## src/rtl/ascon_state_bank.sv

```systemverilog
// rtl/ascon_state_bank.sv - multi-context ASCON state storage with masked write modes and bypassed registered read
//
// Holds NB_CTX independent ASCON states of NB_WORDS x WORD_W bits so several
// computations can share one permutation core.
//
// Ports:
//   clock_i      rising-edge clock
//   resetb_i     asynchronous active-low reset
//   wr_en_i      write request
//   wr_ctx_i     write target context
//   wr_mode_i    00 load, 01 XOR, 10 clear, 11 no-op
//   wr_mask_i    per-word write enable, bit k = word k
//   wr_data_i    write data, word k at [k*WORD_W +: WORD_W]
//   rd_en_i      read request
//   rd_ctx_i     read context
//   rd_data_o    registered read data (post-write view of the context)
//   rd_valid_o   one-cycle pulse per accepted read
//   ctx_valid_o  per-context live-state flag
//   err_o        sticky out-of-range access flag
module ascon_state_bank #(
    parameter int NB_WORDS = 5,
    parameter int WORD_W   = 64,
    parameter int NB_CTX   = 4,
    parameter int CTX_W    = (NB_CTX > 1) ? $clog2(NB_CTX) : 1
) (
    input  logic                       clock_i,
    input  logic                       resetb_i,
    input  logic                       wr_en_i,
    input  logic [CTX_W-1:0]           wr_ctx_i,
    input  logic [1:0]                 wr_mode_i,
    input  logic [NB_WORDS-1:0]        wr_mask_i,
    input  logic [NB_WORDS*WORD_W-1:0] wr_data_i,
    input  logic                       rd_en_i,
    input  logic [CTX_W-1:0]           rd_ctx_i,
    output logic [NB_WORDS*WORD_W-1:0] rd_data_o,
    output logic                       rd_valid_o,
    output logic [NB_CTX-1:0]          ctx_valid_o,
    output logic                       err_o
);

    localparam logic [1:0]  MODE_LOAD = 2'b00;
    localparam logic [1:0]  MODE_XOR  = 2'b01;
    localparam logic [1:0]  MODE_CLR  = 2'b10;
    localparam int unsigned NB_CTX_U  = NB_CTX;

    logic [WORD_W-1:0]           mem_q [NB_CTX][NB_WORDS];
    logic [WORD_W-1:0]           mem_d [NB_CTX][NB_WORDS];
    logic [NB_CTX-1:0]           valid_q, valid_d;
    logic                        err_q, err_d;
    logic [NB_WORDS*WORD_W-1:0]  rd_data_q, rd_data_d;
    logic                        rd_valid_q, rd_valid_d;

    logic [31:0] wr_idx;
    logic [31:0] rd_idx;
    logic        wr_in_range;
    logic        rd_in_range;

    // Widen the indices so non-power-of-two context counts compare cleanly.
    assign wr_idx      = 32'(wr_ctx_i);
    assign rd_idx      = 32'(rd_ctx_i);
    assign wr_in_range = (wr_idx < NB_CTX_U);
    assign rd_in_range = (rd_idx < NB_CTX_U);

    always_comb begin
        mem_d      = mem_q;
        valid_d    = valid_q;
        err_d      = err_q;
        rd_data_d  = rd_data_q;
        rd_valid_d = 1'b0;

        if ((wr_en_i && !wr_in_range) || (rd_en_i && !rd_in_range)) begin
            err_d = 1'b1;
        end

        // An all-zero mask or the no-op mode leaves storage and the valid flag alone.
        if (wr_en_i && wr_in_range && (wr_mask_i != '0) && (wr_mode_i != 2'b11)) begin
            for (int unsigned c = 0; c < NB_CTX_U; c++) begin
                if (wr_idx == c) begin
                    for (int k = 0; k < NB_WORDS; k++) begin
                        if (wr_mask_i[k]) begin
                            case (wr_mode_i)
                                MODE_LOAD: mem_d[c][k] = wr_data_i[k*WORD_W +: WORD_W];
                                MODE_XOR:  mem_d[c][k] = mem_q[c][k] ^ wr_data_i[k*WORD_W +: WORD_W];
                                MODE_CLR:  mem_d[c][k] = '0;
                                default:   mem_d[c][k] = mem_q[c][k];
                            endcase
                        end
                    end
                    if (wr_mode_i != MODE_CLR) begin
                        valid_d[c] = 1'b1;
                    end else if (&wr_mask_i) begin
                        valid_d[c] = 1'b0;
                    end
                end
            end
        end

        // Reading from mem_d gives the write-through view: masked words of a
        // same-cycle write to the same context are already updated.
        if (rd_en_i) begin
            rd_valid_d = 1'b1;
            rd_data_d  = '0;
            if (rd_in_range) begin
                for (int unsigned c = 0; c < NB_CTX_U; c++) begin
                    if (rd_idx == c) begin
                        for (int k = 0; k < NB_WORDS; k++) begin
                            rd_data_d[k*WORD_W +: WORD_W] = mem_d[c][k];
                        end
                    end
                end
            end
        end
    end

    always_ff @(posedge clock_i or negedge resetb_i) begin
        if (!resetb_i) begin
            for (int c = 0; c < NB_CTX; c++) begin
                for (int k = 0; k < NB_WORDS; k++) begin
                    mem_q[c][k] <= '0;
                end
            end
            valid_q    <= '0;
            err_q      <= 1'b0;
            rd_data_q  <= '0;
            rd_valid_q <= 1'b0;
        end else begin
            mem_q      <= mem_d;
            valid_q    <= valid_d;
            err_q      <= err_d;
            rd_data_q  <= rd_data_d;
            rd_valid_q <= rd_valid_d;
        end
    end

    assign rd_data_o   = rd_data_q;
    assign rd_valid_o  = rd_valid_q;
    assign ctx_valid_o = valid_q;
    assign err_o       = err_q;

endmodule

```

## config.mk

```make
export PLATFORM = sky130hd
export DESIGN_NAME = ascon_state_bank
export DESIGN_NICKNAME = d
export VERILOG_FILES = /design/src/rtl/ascon_state_bank.sv
export SDC_FILE = /design/constraint.sdc
export NUM_CORES = 2
export LEC_CHECK = 0
export ABC_AREA = 1
export BUFFER_PORTS_ARGS = -buffer_cell sky130_fd_sc_hd__buf_2
export CAP_MARGIN = 20
export CORE_ASPECT_RATIO = 1.25
export CORE_MARGIN = 2
export CORE_UTILIZATION = 63
export DETAILED_ROUTE_END_ITERATION = 10
export PLACE_DENSITY = 0.81
export SYNTH_ARGS = -nofsm -noshare
export SYNTH_HDL_FRONTEND = slang
export SYNTH_SLANG_ARGS = --single-unit
```

## constraint.sdc

```tcl
create_clock -name clock_i -period 3.38 [get_ports clock_i]
set_input_delay 0.338 -clock clock_i [delete_from_list [all_inputs] [get_ports clock_i]]
set_output_delay 0.338 -clock clock_i [all_outputs]
set_load 0.05 [all_outputs]
```

==> flow_results.xml <==
<?xml version="1.0" encoding="UTF-8"?>
<metrics>
  <group name="layout">
    <metric name="layout.nets" unit="">14000</metric>
    <metric name="final_cell_area" unit="sq um">105000</metric>
    <metric name="layout.cells.most_common" unit="">sky130_fd_sc_hd__nand2_1</metric>
    <metric name="layout_common_cells" unit="">sky130_fd_sc_hd__nand2_1, sky130_fd_sc_hd__dfrtp_1, sky130_fd_sc_hd__nand3_1</metric>
    <metric name="layout-drive-gt1-share" unit="">0.0920</metric>
    <metric name="synthToLayoutAreaGrowth" unit="%">14.3</metric>
  </group>
  <group name="synth">
    <metric name="ys_seq_area_frac" unit="">0.437</metric>
    <metric name="synth-warning-count" unit="">0</metric>
    <metric name="syn_avg_cell_area" unit="sq um">6.94</metric>
    <metric name="synth-seq-cells" unit="">1605</metric>
    <metric name="synthesis.nets" unit="">13600</metric>
    <metric name="netlist_area" unit="sq um">91900</metric>
    <metric name="netlist_instances" unit="">13200</metric>
    <metric name="synth_cell_types" unit="">35</metric>
  </group>
  <group name="sta">
    <metric name="final.setup_skew" unit="ns">0.0315</metric>
    <metric name="final-setup-viol-count" unit="">0</metric>
    <metric name="fmax" unit="MHz">402</metric>
    <metric name="tightestPinTransition" unit="ns">1.20</metric>
    <metric name="post-route-period-util" unit="">0.736</metric>
    <metric name="grt_setup_unrepaired" unit="">no</metric>
    <metric name="slew_headroom" unit="">0.200</metric>
    <metric name="timing_hold_violations_final" unit="">0</metric>
    <metric name="setup_ws" unit="ns">0.894</metric>
    <metric name="maxSlewViolCount" unit="">0</metric>
    <metric name="finalWorstPathRequiredPeriod" unit="ns">2.49</metric>
    <metric name="fin_setup_tns" unit="ns">0</metric>
  </group>
  <group name="clock_network">
    <metric name="cts_inserted_buffers" unit="">164</metric>
    <metric name="cts_num_sinks" unit="">1605</metric>
    <metric name="worst_skew_pair.late_latency" unit="ns">0.84</metric>
    <metric name="postCtsResizedCells" unit="">0</metric>
    <metric name="cts.repair_timing.setup_buffer_count" unit="">0</metric>
    <metric name="clock_pin_slew_on_the_worst_setup_and_hold_paths" unit="ns">0.07</metric>
    <metric name="cts_tree" unit="">built</metric>
    <metric name="maximum_buffer_depth_of_the_clock_tree" unit="">3</metric>
    <metric name="ctsHtreeMaxLevel" unit="">4</metric>
    <metric name="cts_hold_buf" unit="">196</metric>
    <metric name="root_cell_of_the_clock_tree" unit="">sky130_fd_sc_hd__clkbuf_16</metric>
  </group>
  <group name="global_routing">
    <metric name="grt_use_total" unit="">0.440</metric>
    <metric name="grt_pass1_wl" unit="mm">516</metric>
    <metric name="grt_max_degree" unit="">131</metric>
    <metric name="first_global_vias" unit="">93900</metric>
    <metric name="grt.overflow.total" unit="">0</metric>
    <metric name="grt_antenna_before_repair" unit="">26</metric>
  </group>
  <group name="drt">
    <metric name="dr.pass1.iters" unit="">9</metric>
    <metric name="avgRoutedWirePerCell" unit="microns">21.1</metric>
    <metric name="per_cell_via_count_in_the_routed_design" unit="">6.03</metric>
    <metric name="routed-via-count" unit="">94800</metric>
    <metric name="remaining_drc_errors" unit="">0</metric>
    <metric name="wl_met1" unit="mm">116</metric>
    <metric name="post_drt_antenna_nets" unit="">0</metric>
    <metric name="iteration_0_drc_count_of_the_detailed_router" unit="">10900</metric>
    <metric name="wl_met3" unit="mm">45.2</metric>
    <metric name="routed-wl-met2" unit="mm">145</metric>
    <metric name="highest-signal-layer" unit="">met5</metric>
    <metric name="route.final.wire_length" unit="mm">332</metric>
  </group>
  <group name="critical_path">
    <metric name="timing.critical_path.required" unit="ns">4.09</metric>
    <metric name="nature_of_the_critical_path_startpoint" unit="">primary input</metric>
    <metric name="critical_path_class" unit="">in2reg</metric>
    <metric name="worst_r2r_endpoint" unit="">rd_data_o[257]</metric>
    <metric name="slack_of_the_worst_reg_to_reg_path" unit="ns">1.66</metric>
    <metric name="critPathCaptureType" unit="">flip-flop</metric>
    <metric name="crit_path_max_fanout" unit="">48</metric>
    <metric name="worst-r2r-cell-count" unit="">9</metric>
    <metric name="cell_with_the_biggest_individual_delay_on_the_critical_path" unit="">sky130_fd_sc_hd__clkinv_1</metric>
    <metric name="worst-endpoint-arrival" unit="ns">3.19</metric>
    <metric name="timing.critical_path.from" unit="">wr_mode_i[1]</metric>
    <metric name="peak_per_stage_delay_on_the_critical_path" unit="ns">0.50</metric>
    <metric name="critical_path.cell_chain" unit="">buf_2, clkinv_1, buf_12, nand2_4, buf_12, nor2_1, nand2_1, nand2_1, nand3_1, o21ai_1, a21oi_1, nand2_1, nor2_1, nor2_1</metric>
    <metric name="r2r-start" unit="">mem_q[1]</metric>
  </group>
  <group name="pwr">
    <metric name="switching_power" unit="mW">22.2</metric>
    <metric name="power_density" unit="nW/um^2">597</metric>
    <metric name="ir_drop" unit="mV">0.566</metric>
    <metric name="clockPowerShare" unit="">0.306</metric>
    <metric name="part_of_the_power_in_combinational_logic" unit="">0.277</metric>
    <metric name="p_seq_frac" unit="">0.416</metric>
    <metric name="leakagePower" unit="nW">56.7</metric>
    <metric name="internal_power" unit="mW">40.5</metric>
    <metric name="power_switching_share" unit="">0.354</metric>
  </group>
  <group name="floorplan">
    <metric name="ios" unit="">661</metric>
    <metric name="start_util" unit="">0.635</metric>
    <metric name="die_w" unit="microns">346</metric>
    <metric name="overall_die_area" unit="sq um">149000</metric>
    <metric name="core_region_area" unit="sq um">145000</metric>
    <metric name="die_y" unit="microns">431</metric>
    <metric name="core.rowCount" unit="">156</metric>
  </group>
  <group name="placed_design">
    <metric name="place.detailed.hpwl" unit="mm">197</metric>
    <metric name="detailed_place.area" unit="sq um">97500</metric>
    <metric name="pre_cts_ws" unit="ns">0.269</metric>
    <metric name="weighted_congestion_at_the_end_of_routability_driven_global_placement" unit="">0.902</metric>
    <metric name="portbufs" unit="">659</metric>
  </group>
  <group name="run">
    <metric name="max_cap_viol_count" unit="">0</metric>
  </group>
  <group name="worst_hold_path">
    <metric name="number_of_stages_on_the_worst_hold_path" unit="">7</metric>
    <metric name="min_path_type" unit="">in2reg</metric>
    <metric name="worst_hold_startpoint" unit="">wr_data_i[184]</metric>
    <metric name="hold-path-endpoint" unit="">mem_q[184]</metric>
  </group>
  <group name="outcome">
    <metric name="status" unit="">finished clean</metric>
  </group>
</metrics>
==> flip-flops by register name, indices dropped and copies added, names as in the netlist <==
name	cells
rd_data_o	320
ctx_valid_o	4
mem_q	1280
rd_valid_o	1
==> through the flow <==
step / instances / util / power [mW] / hold WS (ns)
3_3_place_gp: 15200 / 0.673 / 42.1 / 0.350
6_report: 15700 / 0.726 / 62.8 / 0.0320
5_1_grt: 15700 / 0.725 / 65.7 / 0.0467
2_1_floorplan: 13200 / - / 38.1 / 0.0424
3_5_place_dp: 15200 / 0.673 / 43.0 / 0.365
4_1_cts: 15700 / 0.725 / 62.4 / 0.000155
==> Yosys cell counts <==
cell type / number / area [sq um]
sky130_fd_sc_hd__nand2_1: 5134 / 19300
sky130_fd_sc_hd__dfrtp_1: 1605 / 40200
sky130_fd_sc_hd__nand3_1: 1353 / 6770
sky130_fd_sc_hd__inv_1: 1321 / 4960
sky130_fd_sc_hd__nor2_1: 973 / 3650
sky130_fd_sc_hd__nand4_1: 476 / 2980
sky130_fd_sc_hd__o21ai_0: 435 / 2180
sky130_fd_sc_hd__xnor2_1: 403 / 3530
sky130_fd_sc_hd__clkbuf_1: 353 / 1330
sky130_fd_sc_hd__buf_2: 337 / 1690
sky130_fd_sc_hd__buf_1: 135 / 507
sky130_fd_sc_hd__xor2_1: 129 / 1130
sky130_fd_sc_hd__a21oi_1: 128 / 641
sky130_fd_sc_hd__o21a_1: 97 / 728
sky130_fd_sc_hd__o21ai_1: 93 / 465
sky130_fd_sc_hd__o211ai_1: 81 / 608
sky130_fd_sc_hd__and2_1: 62 / 388
sky130_fd_sc_hd__or2_2: 37 / 231
sky130_fd_sc_hd__nand3b_1: 31 / 233
sky130_fd_sc_hd__o22ai_1: 16 / 100
sky130_fd_sc_hd__buf_4: 12 / 90.1
sky130_fd_sc_hd__inv_2: 12 / 45.0
sky130_fd_sc_hd__nand4_2: 5 / 62.6
sky130_fd_sc_hd__nor2_2: 5 / 31.3
sky130_fd_sc_hd__nand3_2: 3 / 30.0
sky130_fd_sc_hd__buf_6: 2 / 22.5
sky130_fd_sc_hd__o21bai_1: 2 / 15.0
sky130_fd_sc_hd__a21oi_4: 1 / 16.3
sky130_fd_sc_hd__a31oi_1: 1 / 6.26
sky130_fd_sc_hd__clkinv_1: 1 / 3.75
sky130_fd_sc_hd__conb_1: 1 / 3.75
sky130_fd_sc_hd__nand2_2: 1 / 6.26
sky130_fd_sc_hd__nand3_4: 1 / 17.5
sky130_fd_sc_hd__nor3_1: 1 / 5.00
sky130_fd_sc_hd__or2_1: 1 / 6.26
==> routing by layer <==
metal  vias to the layer above  global-route usage
met5                         -                   0
met4                        32               0.309
met3                      1568               0.117
met2                      6360               0.676
met1                     44600               0.542
li1                      42300                   -
==> final cells by class <==
type	count	area, sq um
Inverter	1334	5060
Clock buffer	245	4990
Timing Repair Buffer	1105	8470
Clock inverter	46	602
Tap cell	1896	2370
Antenna cell	13	32.5
Sequential cell	1605	40200
Multi-Input combinational cell	9470	43400
Fill cell	11100	39800
==> cell families (layout without fill, tap and decap cells) <==
kind of cell	Yosys count	count (layout)	share of synthesized area
simple gates	8083	8083	0.367
xor+xnor	532	532	0.0507
flops	1605	1605	0.437
other cells	1	14	0.0000408
compound gates	854	854	0.0518
buf+inv	2173	2730	0.0940
==> critical path, delay by kind of cell <==
family / cells / cell delay, ns
AND/OR/NAND/NOR: 8 / 1.10
buffers and inverters: 4 / 1.36
AO/OA/AOI/OAI: 2 / 0.31
==> power groups by stage <==
stage          Combinational, mW  Sequential (mW)  Clock, mW
2_1_floorplan               10.3             27.8          0
3_3_place_gp                16.1             26.0          0
3_5_place_dp                16.8             26.3          0
4_1_cts                     17.1             26.0       19.2
5_1_grt                     19.2             26.5       20.0
6_report                    17.4             26.1       19.2
==> how the worst max path moves through the flow <==
stage | to | slack (ns) | depth (start not counted)
detailed placement | rd_data_o[29] | 0.27 | 14
global placement | rd_data_o[6] | 0.32 | 14
floorplan | rd_data_o[162] | 1.40 | 12
finish | rd_data_o[257] | 0.89 | 14
global route | rd_data_o[29] | 0.85 | 14
CTS | rd_data_o[29] | 1.15 | 14
(Power assumes the default switching activity.)
